**src/rtl/velocity_cell_stream_ctrl.sv**
```systemverilog
// velocity_cell_stream_ctrl
// Runs one pass over a velocity cell RAM. Address 0 holds the particle count.
// Words 1..count are streamed out in address order through a 2-entry FIFO.
// Updated words come back on the writeback port and go into the same RAM.
// The single RAM port is shared, and a writeback always beats a read.
module velocity_cell_stream_ctrl #(
  parameter int DATA_WIDTH   = 96,
  parameter int ADDR_WIDTH   = 8,
  parameter int PARTICLE_NUM = 220
) (
  input  logic                  clk,
  input  logic                  rst_n,
  input  logic                  start,
  output logic                  busy,
  output logic                  done,
  output logic                  wb_err,
  output logic [ADDR_WIDTH-1:0] mem_address,
  output logic [DATA_WIDTH-1:0] mem_data,
  output logic                  mem_rden,
  output logic                  mem_wren,
  input  logic [DATA_WIDTH-1:0] mem_q,
  output logic                  out_valid,
  input  logic                  out_ready,
  output logic [DATA_WIDTH-1:0] out_data,
  output logic [ADDR_WIDTH-1:0] out_addr,
  input  logic                  in_valid,
  output logic                  in_ready,
  input  logic [DATA_WIDTH-1:0] in_data,
  input  logic [ADDR_WIDTH-1:0] in_addr
);

  // One extra bit so the read pointer can step past the largest count.
  localparam int PTR_WIDTH = ADDR_WIDTH + 1;
  localparam logic [ADDR_WIDTH-1:0] MAX_COUNT = ADDR_WIDTH'(PARTICLE_NUM - 1);

  typedef enum logic [2:0] {
    S_IDLE,
    S_RD_CNT,
    S_WAIT_CNT,
    S_STREAM,
    S_DONE
  } state_t;

  state_t                state_q, state_d;
  logic                  busy_q, busy_d;
  logic                  done_q, done_d;
  logic                  wb_err_q, wb_err_d;
  logic [ADDR_WIDTH-1:0] count_q, count_d;
  logic [ADDR_WIDTH-1:0] wb_cnt_q, wb_cnt_d;
  logic [PTR_WIDTH-1:0]  rd_ptr_q, rd_ptr_d;
  logic                  inflight_q, inflight_d;
  logic [ADDR_WIDTH-1:0] inflight_addr_q, inflight_addr_d;
  logic [DATA_WIDTH-1:0] fifo_data_q [2];
  logic [DATA_WIDTH-1:0] fifo_data_d [2];
  logic [ADDR_WIDTH-1:0] fifo_addr_q [2];
  logic [ADDR_WIDTH-1:0] fifo_addr_d [2];
  logic                  fifo_head_q, fifo_head_d;
  logic [1:0]            fifo_cnt_q, fifo_cnt_d;

  logic                  in_stream;
  logic                  wb_accept;
  logic                  wb_legal;
  logic                  rd_issue;
  logic                  fifo_pop;
  logic                  fifo_push;
  logic                  fifo_tail;
  logic                  stream_done;
  logic [2:0]            occupancy;
  logic [ADDR_WIDTH-1:0] cnt_clamped;

  // Handshake decisions: writeback acceptance, read issue and pass completion.
  always_comb begin
    in_stream   = (state_q == S_STREAM);
    in_ready    = in_stream && (wb_cnt_q < count_q);
    wb_accept   = in_valid && in_ready;
    wb_legal    = (in_addr != '0) && (in_addr <= count_q);
    occupancy   = {1'b0, fifo_cnt_q} + {2'b00, inflight_q};
    rd_issue    = in_stream && (rd_ptr_q <= {1'b0, count_q}) && !wb_accept && (occupancy < 3'd2);
    fifo_pop    = (fifo_cnt_q != 2'd0) && out_ready;
    fifo_push   = inflight_q;
    fifo_tail   = fifo_head_q ^ (fifo_cnt_q == 2'd1);
    stream_done = (rd_ptr_q > {1'b0, count_q}) && (fifo_cnt_q == 2'd0) && !inflight_q &&
                  (wb_cnt_q == count_q);
    cnt_clamped = (mem_q[ADDR_WIDTH-1:0] > MAX_COUNT) ? MAX_COUNT : mem_q[ADDR_WIDTH-1:0];
  end

  // RAM port: an accepted legal writeback owns the port, otherwise a read may use it.
  always_comb begin
    mem_wren    = wb_accept && wb_legal;
    mem_rden    = (state_q == S_RD_CNT) || rd_issue;
    mem_address = '0;
    mem_data    = '0;
    if (mem_wren) begin
      mem_address = in_addr;
      mem_data    = in_data;
    end else if (rd_issue) begin
      mem_address = rd_ptr_q[ADDR_WIDTH-1:0];
    end
  end

  assign busy      = busy_q;
  assign done      = done_q;
  assign wb_err    = wb_err_q;
  assign out_valid = (fifo_cnt_q != 2'd0);
  assign out_data  = fifo_data_q[fifo_head_q];
  assign out_addr  = fifo_addr_q[fifo_head_q];

  // Pass sequencing: count fetch, streaming bookkeeping and the done pulse.
  always_comb begin
    state_d         = state_q;
    done_d          = 1'b0;
    wb_err_d        = wb_err_q;
    count_d         = count_q;
    wb_cnt_d        = wb_cnt_q;
    rd_ptr_d        = rd_ptr_q;
    inflight_d      = 1'b0;
    inflight_addr_d = inflight_addr_q;
    unique case (state_q)
      S_IDLE: begin
        if (start) begin
          state_d  = S_RD_CNT;
          wb_err_d = 1'b0;
          wb_cnt_d = '0;
          rd_ptr_d = PTR_WIDTH'(1);
        end
      end
      S_RD_CNT: state_d = S_WAIT_CNT;
      S_WAIT_CNT: begin
        count_d = cnt_clamped;
        if (cnt_clamped == '0) begin
          state_d = S_DONE;
          done_d  = 1'b1;
        end else begin
          state_d = S_STREAM;
        end
      end
      S_STREAM: begin
        if (rd_issue) begin
          rd_ptr_d        = rd_ptr_q + PTR_WIDTH'(1);
          inflight_d      = 1'b1;
          inflight_addr_d = rd_ptr_q[ADDR_WIDTH-1:0];
        end
        if (wb_accept) begin
          wb_cnt_d = wb_cnt_q + ADDR_WIDTH'(1);
          if (!wb_legal) wb_err_d = 1'b1;
        end
        if (stream_done) begin
          state_d = S_DONE;
          done_d  = 1'b1;
        end
      end
      S_DONE:  state_d = S_IDLE;
      default: state_d = S_IDLE;
    endcase
    busy_d = (state_d != S_IDLE);
  end

  // Two-entry output FIFO: returning read data goes in at the tail, the consumer pops the head.
  always_comb begin
    fifo_data_d = fifo_data_q;
    fifo_addr_d = fifo_addr_q;
    fifo_head_d = fifo_head_q;
    fifo_cnt_d  = fifo_cnt_q;
    if (fifo_push) begin
      fifo_data_d[fifo_tail] = mem_q;
      fifo_addr_d[fifo_tail] = inflight_addr_q;
    end
    if (fifo_pop) fifo_head_d = ~fifo_head_q;
    case ({fifo_push, fifo_pop})
      2'b10:   fifo_cnt_d = fifo_cnt_q + 2'd1;
      2'b01:   fifo_cnt_d = fifo_cnt_q - 2'd1;
      default: fifo_cnt_d = fifo_cnt_q;
    endcase
  end

  // State registers; reset drops any in-flight read and empties the FIFO.
  always_ff @(posedge clk or negedge rst_n) begin
    if (!rst_n) begin
      state_q         <= S_IDLE;
      busy_q          <= 1'b0;
      done_q          <= 1'b0;
      wb_err_q        <= 1'b0;
      count_q         <= '0;
      wb_cnt_q        <= '0;
      rd_ptr_q        <= '0;
      inflight_q      <= 1'b0;
      inflight_addr_q <= '0;
      fifo_data_q[0]  <= '0;
      fifo_data_q[1]  <= '0;
      fifo_addr_q[0]  <= '0;
      fifo_addr_q[1]  <= '0;
      fifo_head_q     <= 1'b0;
      fifo_cnt_q      <= 2'd0;
    end else begin
      state_q         <= state_d;
      busy_q          <= busy_d;
      done_q          <= done_d;
      wb_err_q        <= wb_err_d;
      count_q         <= count_d;
      wb_cnt_q        <= wb_cnt_d;
      rd_ptr_q        <= rd_ptr_d;
      inflight_q      <= inflight_d;
      inflight_addr_q <= inflight_addr_d;
      fifo_data_q     <= fifo_data_d;
      fifo_addr_q     <= fifo_addr_d;
      fifo_head_q     <= fifo_head_d;
      fifo_cnt_q      <= fifo_cnt_d;
    end
  end

endmodule
```
**config.mk**
```make
export PLATFORM = sky130hd
export DESIGN_NAME = velocity_cell_stream_ctrl
export DESIGN_NICKNAME = d
export VERILOG_FILES = /design/src/rtl/velocity_cell_stream_ctrl.sv
export SDC_FILE = /design/constraint.sdc
export NUM_CORES = 1
export LEC_CHECK = 0
export BUFFER_PORTS_ARGS = -buffer_cell sky130_fd_sc_hd__buf_2
export CAP_MARGIN = 10
export CORE_AREA = 8 8 184 186
export CTS_CLUSTER_DIAMETER = 200
export DETAILED_ROUTE_END_ITERATION = 6
export DIE_AREA = 0 0 192 194
export GPL_ROUTABILITY_DRIVEN = 0
export PLACE_DENSITY = 0.74
export SYNTH_ARGS = -nofsm -noshare
export SYNTH_HDL_FRONTEND = slang
export SYNTH_SLANG_ARGS = --single-unit
```
**constraint.sdc**
```tcl
create_clock -name clk -period 2.2 [get_ports clk]
set_clock_uncertainty 0.05 [all_clocks]
set_input_delay 0.22 -clock clk [delete_from_list [all_inputs] [get_ports clk]]
set_output_delay 0.22 -clock clk [all_outputs]
set_load 0.05 [all_outputs]
```
==> results by group <==
Detailed routing
  – Drt total wl: ~46000 um
  – Vias: 10256
  – Antenna-violating nets left: 0
  – DR vias/cell: a little over 5
  – Iteration-0 DRC Markers: slightly above 400
  – Drt wl/cell: about 23 um
  – DRT Pass-1 Iters: 5
  – # DRC: 0

Final layout
  – Layout cells sized above 1: 0.673
  – Non-Filler Instances: about 2000
  – # fillers: about 2200
  – Area of the multi-input gates: 0.00622 mm^2
  – Area Overhead vs Synth: 63.8%
  – Post-route cell area: roughly 0.02 mm^2
  – Fin nets: 1800
  – Seq. cell area: around 0.0063 mm^2

CTS
  – Root buf cell: clkbuf_16
  – Clk sinks: about 250
  – Reg clk slew, reported paths: roughly 0.060 ns
  – H-tree Lvls: 1
  – TritonCTS buffer count: 28
  – Skew-Pair Late Insertion Delay: 0.55 ns
  – CTS tree: done
  – Max clock buf depth: 3

Status
  – Status: finished with violations
  – Failing checks: setup timing

STA
  – Slew headroom: 0.673
  – Minimum clock period: 3.05 ns
  – Max Fclk: ~0.33 GHz
  – Final period util: 1.39
  – Unrepaired setup endpoints after global routing: true
  – Final WS setup: -0.851 ns
  – Final Hold Vio Count: 0
  – Slew at the pin closest to its max-slew limit: between 0.4 and 0.5 ns
  – Final Slew Violations: 0
  – Final hold slack: roughly 0.036 ns
  – Final setup vio count: about 180

Power
  – Combinational power share: 0.631
  – Switching Share: 0.451
  – PwrDens: ~1800 mW/mm^2
  – NetSw: between 0.015 and 0.02 W
  – VDD IR-drop max: between 1500 and 2000 uV
  – Sequential share of power: 0.227
  – Leakage: just over 9 nW
  – Int Power: between 0.015 and 0.02 W
  – Clk pwr share: 0.142

Placed design
  – IO Port Bufs: 419
  – Dpl ws: -0.386 ns
  – Placed insts: around 1800
  – Post-DP Area: around 0.016 mm^2
  – HPWL Detailed: between 20000 and 30000 um

Setup path
  – Arrival time of the worst setup path: approximately 2.8 ns
  – Max FO, Critical Path: 6
  – CP Class: flip-flop to output pin
  – R2R Setup Slk: -0.46 ns
  – Worst EP required: 1.93 ns
  – CP startpoint kind: flip-flop
  – CP endpoint kind: output pin

Global route
  – Total Routing Usage GR: 0.201
  – Initial antenna violation count: 4
  – Grt total ovfl: 0
  – Largest net degree at the start of global routing: 106
  – First-pass GRT wire length: around 60000 um
  – Vias in the first global route: 10877

Floorplanning
  – Num rows: 65
  – Die X: around 190 um
  – Chip height: 194 um
  – Die footprint: approximately 0.037 mm^2
  – Starting Density: 0.394
  – I/O Pins: 420
  – Area of the core: just over 0.03 mm^2

Yosys
  – Synth area leaders: dfrtp_1 (51%), mux2_2 (29%), and2_1 (4.9%), ha_1 (3.0%), buf_2 (1.1%)
  – Synth unique cells: 54
  – Cells after synthesis: 942
  – Post-synth top area share: 0.513
  – Post-synth EDFFs: 0
  – Synth Flop Type: dfrtp_1
  – Area leader, netlist: dfrtp_1
  – Async set-reset flop share out of synthesis: 1.00
  – Synth Register Bits: 251
  – Cell area after synthesis: approximately 0.012 mm^2
  – Seq/Total Area, Yosys: 0.513
  – YS warnings: 0
  – Avg Synthesized Cell Area: 13.0 um^2
  – Nets in the synthesized netlist: around 1200

Hold path
  – Hold Crit Class: input port to flip-flop

Run
  – Maxcap violations: 0
state kept, by name (all words and copies together), names as in the netlist, 2 cells and up:
signal	count
state_q	3
fifo_data_q	192
wb_cnt_q	8
fifo_addr_q	16
inflight_addr_q	8
fifo_cnt_q	2
count_q	8
rd_ptr_q	9
stage by stage:
| stage | TNS (ns) | util | total power, W |
|---|---|---|---|
| 2_1_floorplan | -10.00 | - | 0.0215 |
| 3_3_place_gp | -32.71 | 0.504 | 0.0260 |
| 3_5_place_dp | -37.67 | 0.504 | 0.0265 |
| 4_1_cts | -106.68 | 0.589 | 0.0323 |
| 5_1_grt | -106.83 | 0.645 | 0.0367 |
| 6_report | -92.42 | 0.645 | 0.0353 |
metal layers:
layer  global-route usage  vias to the layer above  wire [um]
met5                    0                        -          0
met3               0.0518                      104       3290
li1                     -                     4598          -
met4               0.0880                        0       1900
met2                0.369                      428      24400
met1                0.213                     5126      16200
synthesized netlist by cell type, types with 3 or more instances:
cell type,n
mux2_2,312
dfrtp_1,251
and2_1,96
ha_1,29
buf_2,28
nand2_1,25
inv_1,20
nor2_1,20
a21oi_1,17
clkbuf_1,17
o21ai_0,14
nand3_1,11
xnor2_1,8
a21o_1,7
mux2_1,5
nand4_1,5
nor2b_1,5
nor4_1,5
o31ai_1,5
a32o_1,4
buf_1,4
nor4b_2,4
o21ai_1,4
or4_1,4
a22o_1,3
buf_4,3
nor3_1,3
or3_1,3
power groups by stage:
stage	combinational, W	clock (W)	sequential, W
6_report	0.0223	0.00501	0.00799
5_1_grt	0.0232	0.00532	0.00823
4_1_cts	0.0193	0.00510	0.00786
3_5_place_dp	0.0186	0	0.00791
3_3_place_gp	0.0183	0	0.00773
2_1_floorplan	0.0139	0	0.00758
critical path: stages, from the launching register on:
cell and delay (ns):
dfrtp_1 0.38, inv_4 0.07, ha_4 0.26, nor2b_4 0.12, o21ai_1 0.06, a21o_1 0.20, a31oi_4 0.21, and3b_4 0.26
buf_12 0.14, clkbuf_16 0.16, a22o_4 0.24, buf_8 0.15
cell families (layout without fill, tap and decap cells):
group / count (synthesis) / count (layout) / synth area share
adders and majority gates: 29 / 29 / 0.0297
xor gates and xnor gates: 10 / 10 / 0.00716
and+or+nand+nor: 194 / 195 / 0.0939
muxes: 318 / 318 / 0.293
other: 0 / 4 / 0
AOI/OAI and AO/OA: 66 / 66 / 0.0362
DFF: 251 / 251 / 0.513
buffers and inverters: 74 / 719 / 0.0271
final cells by class:
class / count / share of cell area
diodes: 4 / 0.000499
inverters: 21 / 0.00418
repair buffers: 646 / 0.296
multi-input cells: 618 / 0.310
clock buffers: 32 / 0.0367
flip-flops and latches: 251 / 0.314
well taps: 402 / 0.0251
clock inverters: 20 / 0.0132
worst paths after layout:
| check | start | end | cells past startpoint |
|---|---|---|---|
| setup / recovery | count_q[1]$_DFFE_PN0P_ | mem_address[6] | 11 |
| hold / removal | out_ready | fifo_head_q$_DFFE_PN0P_ | 3 |
| setup reg to reg | count_q[6]$_DFFE_PN0P_ | rd_ptr_q[5]$_DFFE_PN0P_ | 11 |
| hold reg to reg | fifo_data_q[18]$_DFFE_PN0P_ | fifo_data_q[18]$_DFFE_PN0P_ | 1 |
| max in group asynchronous | rst_n | count_q[0]$_DFFE_PN0P_ | 3 |
| min in group asynchronous | rst_n | fifo_data_q[128]$_DFFE_PN0P_ | 2 |
repair_timing:
item,CTS,global route
setup endpoints to repair,230,238
pin swaps,3,104
cloned,0,26
gates resized for setup,201,366
endpoints found under the hold margin,387,0
buffers inserted,4,22
hold buffers,99,0
layout by cell type (no fill, tap or decap), drive strengths merged, types with 2 or more instances in the layout:
master | netlist | routed
and3 | 2 | 2
o31ai | 5 | 5
nor4b | 5 | 5
o21ai | 18 | 18
clkinvlp | 0 | 6
nor2 | 21 | 21
a22o | 3 | 3
dlygate4sd3 | 0 | 98
or3 | 3 | 3
a21o | 7 | 7
xnor2 | 8 | 8
a32o | 4 | 4
nand3 | 11 | 11
ha | 29 | 29
mux2 | 317 | 317
a21oi | 18 | 18
or4 | 4 | 4
clkinv | 0 | 9
diode | 0 | 4
bufinv | 0 | 5
and2 | 96 | 96
nand2 | 26 | 26
nand4 | 5 | 5
a31oi | 2 | 2
dfrtp | 251 | 251
and3b | 1 | 2
nor3 | 3 | 3
xor2 | 2 | 2
nor4 | 6 | 6
inv | 21 | 21
clkbuf | 17 | 46
buf | 36 | 533
o211ai | 2 | 2
nor2b | 5 | 5
Note: power is estimated with default switching activity, not from simulation.
